===== config.mk =====
export PLATFORM = sky130hd
export DESIGN_NAME = ccff_chain_loader
export DESIGN_NICKNAME = d
export VERILOG_FILES = /design/src/rtl/ccff_ctrl_pkg.sv /design/src/rtl/ccff_word_serializer.sv /design/src/rtl/ccff_chain_loader.sv
export SDC_FILE = /design/constraint.sdc
export NUM_CORES = 1
export LEC_CHECK = 0
export CAP_MARGIN = 20
export CORE_MARGIN = 8
export CORE_UTILIZATION = 53
export CTS_BUF_LIST = sky130_fd_sc_hd__clkbuf_8
export CTS_CLUSTER_DIAMETER = 80
export DETAILED_ROUTE_END_ITERATION = 16
export PLACE_DENSITY = 0.78
export SLEW_MARGIN = 15
export SYNTH_ARGS = -nofsm -noshare
export SYNTH_HDL_FRONTEND = slang
export SYNTH_SLANG_ARGS = --single-unit

===== constraint.sdc =====
create_clock -name prog_clk -period 2.9 [get_ports prog_clk]
set_input_delay 0.435 -clock prog_clk [delete_from_list [all_inputs] [get_ports prog_clk]]
set_output_delay 0.435 -clock prog_clk [all_outputs]
set_load 0.05 [all_outputs]

===== src/rtl/ccff_ctrl_pkg.sv =====
// Shared types and helpers for the configuration-chain loader.
package ccff_ctrl_pkg;

  typedef enum logic [1:0] {
    IDLE   = 2'd0,
    LOAD   = 2'd1,
    VERIFY = 2'd2,
    DONE   = 2'd3
  } ccff_state_t;

  // Counter width able to hold the value n itself (0..n).
  function automatic int cnt_width(input int n);
    return (n < 1) ? 1 : $clog2(n + 1);
  endfunction

endpackage


===== src/rtl/ccff_word_serializer.sv =====
// Word-to-bit serializer: hold register, bit count, s_ready and head/shift_en.
// Tracks how many bits of the current pass have been committed to the hold
// register so that the final partial word only loads the bits still needed.
module ccff_word_serializer
  import ccff_ctrl_pkg::*;
#(
  parameter int CHAIN_LEN = 64,
  parameter int WORD_W    = 8
) (
  input  logic              prog_clk,
  input  logic              pReset_n,
  input  logic              clear,
  input  logic              active,
  input  logic [WORD_W-1:0] s_data,
  input  logic              s_valid,
  output logic              s_ready,
  output logic              ccff_head,
  output logic              ccff_shift_en
);

  localparam int CW = cnt_width(CHAIN_LEN);
  localparam int HW = cnt_width(WORD_W);

  logic [WORD_W-1:0] hold, hold_n;
  logic [HW-1:0]     hcnt, hcnt_n, load_cnt;
  logic [CW-1:0]     ccnt, ccnt_n, rem;
  logic              shift_en_n;
  logic              accept;

  assign rem      = CW'(CHAIN_LEN) - ccnt;
  assign load_cnt = (int'(rem) > WORD_W) ? HW'(WORD_W) : HW'(rem);

  // hcnt==1 always coincides with a shift, since shift_en mirrors hcnt!=0
  assign s_ready   = active && ((hcnt == '0) || (hcnt == HW'(1))) && (rem != '0);
  assign accept    = s_valid && s_ready;
  assign ccff_head = hold[0];

  // Next hold/count values: shift out one bit, refill on acceptance
  always_comb begin
    hold_n = hold;
    hcnt_n = hcnt;
    ccnt_n = ccnt;
    if (clear) begin
      hold_n = '0;
      hcnt_n = '0;
      ccnt_n = '0;
    end else begin
      if (ccff_shift_en) begin
        hold_n = hold >> 1;
        hcnt_n = hcnt - HW'(1);
      end
      if (accept) begin
        hold_n = s_data;
        hcnt_n = load_cnt;
        ccnt_n = ccnt + CW'(load_cnt);
      end
    end
    shift_en_n = (hcnt_n != '0);
  end

  // Serializer state registers
  always_ff @(posedge prog_clk or negedge pReset_n) begin
    if (!pReset_n) begin
      hold          <= '0;
      hcnt          <= '0;
      ccnt          <= '0;
      ccff_shift_en <= 1'b0;
    end else begin
      hold          <= hold_n;
      hcnt          <= hcnt_n;
      ccnt          <= ccnt_n;
      ccff_shift_en <= shift_en_n;
    end
  end

endmodule


===== src/rtl/ccff_chain_loader.sv =====
// Configuration-chain loader top: FSM, pass counter and readback check.
// Optional readback verify pass is enabled by defining CCFF_READBACK_EN.
module ccff_chain_loader
  import ccff_ctrl_pkg::*;
#(
  parameter int CHAIN_LEN = 64,
  parameter int WORD_W    = 8
) (
  input  logic              prog_clk,
  input  logic              pReset_n,
  input  logic              start,
  input  logic              abort,
  input  logic [WORD_W-1:0] s_data,
  input  logic              s_valid,
  output logic              s_ready,
  output logic              ccff_head,
  output logic              ccff_shift_en,
  input  logic              ccff_tail,
  output logic              busy,
  output logic              done,
  output logic              err
);

  localparam int CW = cnt_width(CHAIN_LEN);

  ccff_state_t   state, state_n;
  logic [CW-1:0] pcnt;
  logic          active, launch, pass_end, clear;

  assign active   = (state == LOAD) || (state == VERIFY);
  assign launch   = start && !abort && ((state == IDLE) || (state == DONE));
  assign pass_end = active && ccff_shift_en && (pcnt == CW'(CHAIN_LEN - 1));
  assign clear    = abort || launch || pass_end;
  assign busy     = active;
  assign done     = (state == DONE);

  ccff_word_serializer #(
    .CHAIN_LEN (CHAIN_LEN),
    .WORD_W    (WORD_W)
  ) u_serializer (
    .prog_clk      (prog_clk),
    .pReset_n      (pReset_n),
    .clear         (clear),
    .active        (active),
    .s_data        (s_data),
    .s_valid       (s_valid),
    .s_ready       (s_ready),
    .ccff_head     (ccff_head),
    .ccff_shift_en (ccff_shift_en)
  );

  // State register
  always_ff @(posedge prog_clk or negedge pReset_n) begin
    if (!pReset_n) state <= IDLE;
    else           state <= state_n;
  end

  // Next-state logic; abort wins over everything
  always_comb begin
    state_n = state;
    if (abort) begin
      state_n = IDLE;
    end else begin
      case (state)
        IDLE:    if (start) state_n = LOAD;
`ifdef CCFF_READBACK_EN
        LOAD:    if (pass_end) state_n = VERIFY;
`else
        LOAD:    if (pass_end) state_n = DONE;
`endif
        VERIFY:  if (pass_end) state_n = DONE;
        DONE:    if (start) state_n = LOAD;
        default: state_n = IDLE;
      endcase
    end
  end

  // Pass counter: counts chain shifts, restarted at every pass boundary
  always_ff @(posedge prog_clk or negedge pReset_n) begin
    if (!pReset_n)                    pcnt <= '0;
    else if (clear)                   pcnt <= '0;
    else if (active && ccff_shift_en) pcnt <= pcnt + CW'(1);
  end

`ifdef CCFF_READBACK_EN
  // Sticky verify error: tail carries the previous pass bit being replaced
  always_ff @(posedge prog_clk or negedge pReset_n) begin
    if (!pReset_n) begin
      err <= 1'b0;
    end else if (launch) begin
      err <= 1'b0;
    end else if ((state == VERIFY) && ccff_shift_en && (ccff_tail != ccff_head)) begin
      err <= 1'b1;
    end
  end
`else
  logic unused_tail;
  assign unused_tail = ccff_tail;
  assign err         = 1'b0;
`endif

endmodule


; After elaboration in Yosys (flattened, before gate mapping)
; Cells that the tools add are included.
[classes]
n_shift = 0
eq_ne = 7
reduce_logical = 23
div = 0
order_cmp = 1
muxes = 15
addsub = 4
bitwise = 0
mul = 0
[ops]
columns = op, n
row1 = two-way mux 7 bit, 4
row2 = two-way mux 8 bit, 3
row3 = two-way mux 4 bit, 4
row4 = "adder 7 x 1 -> 7 bit, second input constant", 1
row5 = adder 7 x 4 -> 7 bit, 1
row6 = "== test 7 x 6 -> 1 bit, second input constant", 1
row7 = "greater-than comparator 7 x 4 -> 1 bit, second input constant", 1
row8 = logical AND 1 bit, 7
row9 = nonzero test 7 bit, 1
row10 = "subtractor 7 bit, first input constant", 1
row11 = two-way mux 2 bit, 3
row12 = "!= test 3 x 1 -> 1 bit, second input constant", 2
row13 = logical OR 1 bit, 5
row14 = "== test 2 bit, second input constant", 2
row15 = "== test 4 x 1 -> 1 bit, second input constant", 1
row16 = logical NOT 4 bit, 1
row17 = case mux 2 bit (2 select lines), 1
row18 = nonzero test 2 bit, 2
row19 = nonzero test 4 bit, 1
row20 = OR reduction 2 bit, 2
row21 = "subtractor 4 x 1 -> 4 bit, second input constant", 1
row22 = nonzero test 3 bit, 1
row23 = "== test 2 x 1 -> 1 bit, second input constant", 1
row24 = logical NOT 2 bit, 1
row25 = other kinds (2), 2
[word_totals]
mem_count = 0
reg_bits = 29
latch_bits = 0
ramBits = 0
out_inout_bits = 6
mem_bits_ro = 0
inputBits = 14

; Logic depth before layout (Yosys ltp)
[logic_depth]
word_depth = 8
ltp_mapped = 16
mapped_depth_nobuf = 15

; Cells and area by module
; From an unflattened synthesis, not the netlist that was laid out.
[hier_totals]
hier_cells = 199
hier_area_um2 = 1910.6
[by_module_without_submodules]
columns = module, instances, area_each_um2, seq_area_each_um2, cells_each
row1 = ccff_word_serializer, 1, 1427.6, 500.5, 147
row2 = ccff_chain_loader, 1, 483.0, 225.2, 52

; Worst setup path after synthesis
; OpenSTA, ideal clock, no wires.
[synth_path]
path_type = reg2out
startpoint = register u_serializer.ccnt[1]
endpoint = output s_ready
arrival_ns = 2.635
path_buffers = 1
stages_incl_launch_ff = 8
slack_ns = -0.170
path_cell_list = dfrtp_1 > inv_1 > ha_1 > buf_4 > xnor2_1 > and4b_1 > o2111ai_2 > nor3b_1
[synth_via]
elab_chain_cells = 3
[synth_lines]
columns = item, line
row1 = start: declaration, ccff_word_serializer.sv:26  ; logic [CW-1:0] ccnt, ccnt_n, rem;
row2 = start signal: assignment, ccff_word_serializer.sv:71  ; ccnt <= ccnt_n;
row3 = subtractor 7 bit, ccff_word_serializer.sv:30  ; assign rem = CW'(CHAIN_LEN) - ccnt;
row4 = nonzero test 7 bit, ccff_word_serializer.sv:34  ; assign s_ready = active && ((hcnt == '0) || (hcnt == HW'(1))) && (rem != '0);
row5 = logical AND 1 bit, ccff_word_serializer.sv:34
row6 = end: declaration, ccff_chain_loader.sv:15  ; output logic s_ready,
; No other way between the ends.

; Final worst setup path
[layout_path]
startpoint = register u_serializer.ccnt[1]
endpoint = register u_serializer.ccnt[6]
[layout_via]
elab_chain_cells = 6
elab_cells_between_ends = 10
[layout_lines]
columns = item, line
row1 = subtractor 7 bit, ccff_word_serializer.sv:30
row2 = greater-than comparator 7 x 4 -> 1 bit, ccff_word_serializer.sv:31  ; assign load_cnt = (int'(rem) > WORD_W) ? HW'(WORD_W) : HW'(rem);
row3 = two-way mux 4 bit, ccff_word_serializer.sv:31
row4 = adder 7 x 4 -> 7 bit, ccff_word_serializer.sv:55  ; ccnt_n = ccnt + CW'(load_cnt);
row5 = two-way mux 7 bit, ccff_word_serializer.sv:52  ; if (accept) begin
row6 = two-way mux 7 bit, ccff_word_serializer.sv:43  ; if (clear) begin
; Parallel ways exist; a longest one is shown, timed or not. The select of a mux whose other input is x is not followed.
; A chain may end at the register's enable or synchronous reset.

==> results.cfg <==
[final_layout]
area_growth_pct = 20.36
num_antenna_cells = 0
fillers = 287
nets = 260
drive_above_1_share_pct = 19.83

[detailed_routing]
wl_um = 4064
drc = 0
antenna_left = 0
vias_per_cell = 5.611
wl_per_cell_um = 14.26
vias = 1599
first_pass_iters = 4
dr.first_iter.drc_count = 101

[clock_tree]
cts_tree = built
clkTransAtPathRegs_ns = 0.06
cts_buffers = 5
cts_hold_buf = 0
htreeDepth = 2
clk-insertion-delay-late_ns = 0.28
clock_path_buffers = 2
cts_root_buffer = clkbuf_8
cts_sinks = 29

[placement]
preCtsSetupSlack_ns = 0.04826
routabilityCongestion = 0.7923
hpwlAfterDp_um = 3027
portBuffers = 17

[timing]
fmax_mhz = 357.8
finalSetupViolations = 0
slew_headroom_pct = 66.76
fin_crit_ns = 2.795
worst_pin_slew_ns = 0.4970
hold_viol = 0
min_period_over_period_pct = 96.38
slew_violations = 0
setup_ws_ns = 0.1051
clock_skew_ns = 0.006112

[synthesis]
syn_inst = 206
synth-seq-cells = 29
synth_fp_nets = 230
yosys_warnings = 0
async_flop_share_pct = 100.0
synth_area_um2 = 1961
yosys.cell_types.count = 52
synth-main-ff-cell = dfrtp_1
yosysSeqAreaShare_pct = 37.01
syn_area_per_cell_um2 = 9.518
synth_edf_count = 0

[global_routing]
first_global_vias = 1556
grt_util_met3_pct = 4.196
grt_util_met2_pct = 22.34
grt-ovfl-total = 0
grt_max_degree = 30
use_met1_pct = 16.97
track_usage_pct = 14.03
busiest_layer = met2
grt_pass1_wl_um = 6920
antenna_found_initial = 0

[outcome]
outcome = finished, final reports clean

[power_and_ir_drop]
powerDensity_nw_per_um2 = 528.0
p_leak_nw = 1.041
ir_drop_mv = 0.1944
comb_power_share_pct = 33.6
clkPwrFrac_pct = 29.1
sequentialPowerShare_pct = 37.3
p_sw_mw = 0.4108
swShare_pct = 32.97
intPower_mw = 0.8353
total_power_mw = 1.246

[setup_path]
path_max_fanout = 8
cp-end-kind = register
worst-setup-path-type = register to register
required_ns = 3.05
startpoint_type = register
worstPathArrival_ns = 2.94

[floorplan]
core_area_um2 = 3606
core.rowCount = 22
io_pins = 20
die_y_um = 76.82
start_util_pct = 54.37
dieArea_um2 = 5901
die_x_um = 76.82

[hold_path]
hold_class = register to register

[run]
maxCapViolations = 0
-- kinds of logic (layout without fill, tap and decap cells) --
family                   Yosys count  in the layout  synth area share (%)
AO/OA/AOI/OAI                     44             44                 17.74
XOR/XNOR                          13             13                 5.807
adder cells (fa/ha/maj)           10             10                 6.765
buffers and inverters             17             48                 5.871
flip-flops                        29             29                 37.01
multiplexers                       9              9                 4.595
other                              1              1                0.1913
AND/OR/NAND/NOR                   83             83                 22.02
-- through the flow --
stage                     hold slack [ns]  TNS [ns]  instance area (um2)  std cells  utilization [%]
final                              0.4949         0                 2360        285            65.44
after floorplan                    0.1394         0                 1966        206                -
after global routing               0.5293  -0.02654                 2360        285            65.44
after global placement             0.4892         0                 2226        276            61.73
after detailed placement           0.4900         0                 2226        276            61.73
after CTS                          0.5006         0                 2327        284            64.54
-- timing repair --
action                                  4_1_cts  5_1_grt
setup buffers                                 0        1
endpoints found under the setup margin        0        3
resized for setup                             0        6
-- critical path, stage by stage, from the launching register on --
cell	delay, ns
dfrtp_1	0.37
buf_4	0.17
or2_1	0.25
and2_2	0.23
nor3_4	0.24
nor2_2	0.09
and2_1	0.20
fa_2	0.36
a21o_1	0.17
a21oi_1	0.13
inv_1	0.06
and4b_1	0.22
xnor2_2	0.13
nor2_1	0.05
-- Yosys cell counts (4+ instances only) --
cell,count,area share (%)
inv_1,8,1.5
nand2b_1,4,1.3
a211oi_2,5,3.2
nor3_1,4,1.0
dfrtp_1,29,37
ha_1,9,5.7
a31oi_1,4,1.3
nand2_1,21,4.0
xnor2_1,7,3.1
a21oi_1,6,1.5
nor2_1,25,4.8
a211oi_1,5,1.9
nand3_1,5,1.3
xor2_1,6,2.7
o21ai_0,6,1.5
mux2i_1,9,4.6
-- state kept, by name, indices dropped and copies added, names as in the netlist --
register,count
u_serializer.hold,8
pcnt,7
u_serializer.ccnt,7
u_serializer.hcnt,4
state,2
u_serializer.ccff_shift_en,1
-- per-layer routing --
layer  share of wire [%]  wire, um
met1                  47      1912
met2                  46      1884
met3                 4.3       176
met4                 2.2        91
met5                   0         0
-- cell usage in the layout (no fill, tap or decap), types with 3 or more instances in the layout --
cell / n
xnor2_1: 6
nand2b_1: 4
nand2_1: 21
ha_1: 8
dfrtp_1: 29
o21a_1: 3
nand3_1: 5
o31ai_1: 3
o21ai_0: 6
xor2_1: 6
clkdlybuf4s50_1: 16
nor2_1: 24
a21oi_1: 5
a21oi_2: 3
buf_4: 15
mux2i_1: 9
nor3_1: 4
inv_1: 8
a211oi_1: 5
a211oi_2: 5
clkbuf_8: 7
a31oi_1: 4
-- power by group through the flow --
stage               Sequential (mW)  Combinational, mW  Clock [mW]
global route                  0.470              0.455       0.387
CTS                           0.465              0.417       0.367
detailed placement            0.472              0.415           0
finish                        0.465              0.419       0.362
global placement              0.472              0.408           0
floorplan                     0.499              0.284           0
-- worst paths after layout --
check | startpoint | slack (ns) | end | depth (start not counted)
setup / recovery | u_serializer.ccnt[1] | 0.11 | u_serializer.ccnt[6] | 13
hold / removal | pcnt[6] | 0.49 | pcnt[6] | 2
setup reg to reg | u_serializer.ccnt[1] | 0.11 | u_serializer.ccnt[6] | 13
hold reg to reg | pcnt[6] | 0.49 | pcnt[6] | 2
max in group asynchronous | pReset_n | 2.09 | pcnt[2] | 2
min in group asynchronous | pReset_n | 0.54 | u_serializer.ccnt[0] | 2
-- layout make-up --
cell class,instances,area (um2),area share (%)
Timing Repair Buffer,32,292.8,12.41
Clock inverter,1,5.005,0.2121
Sequential cell,29,725.7,30.75
Multi-Input combinational cell,160,1150,48.73
Tap cell,48,60.06,2.545
Clock buffer,7,96.34,4.083
Inverter,8,30.03,1.273
Power figures use the tool's default switching activity.
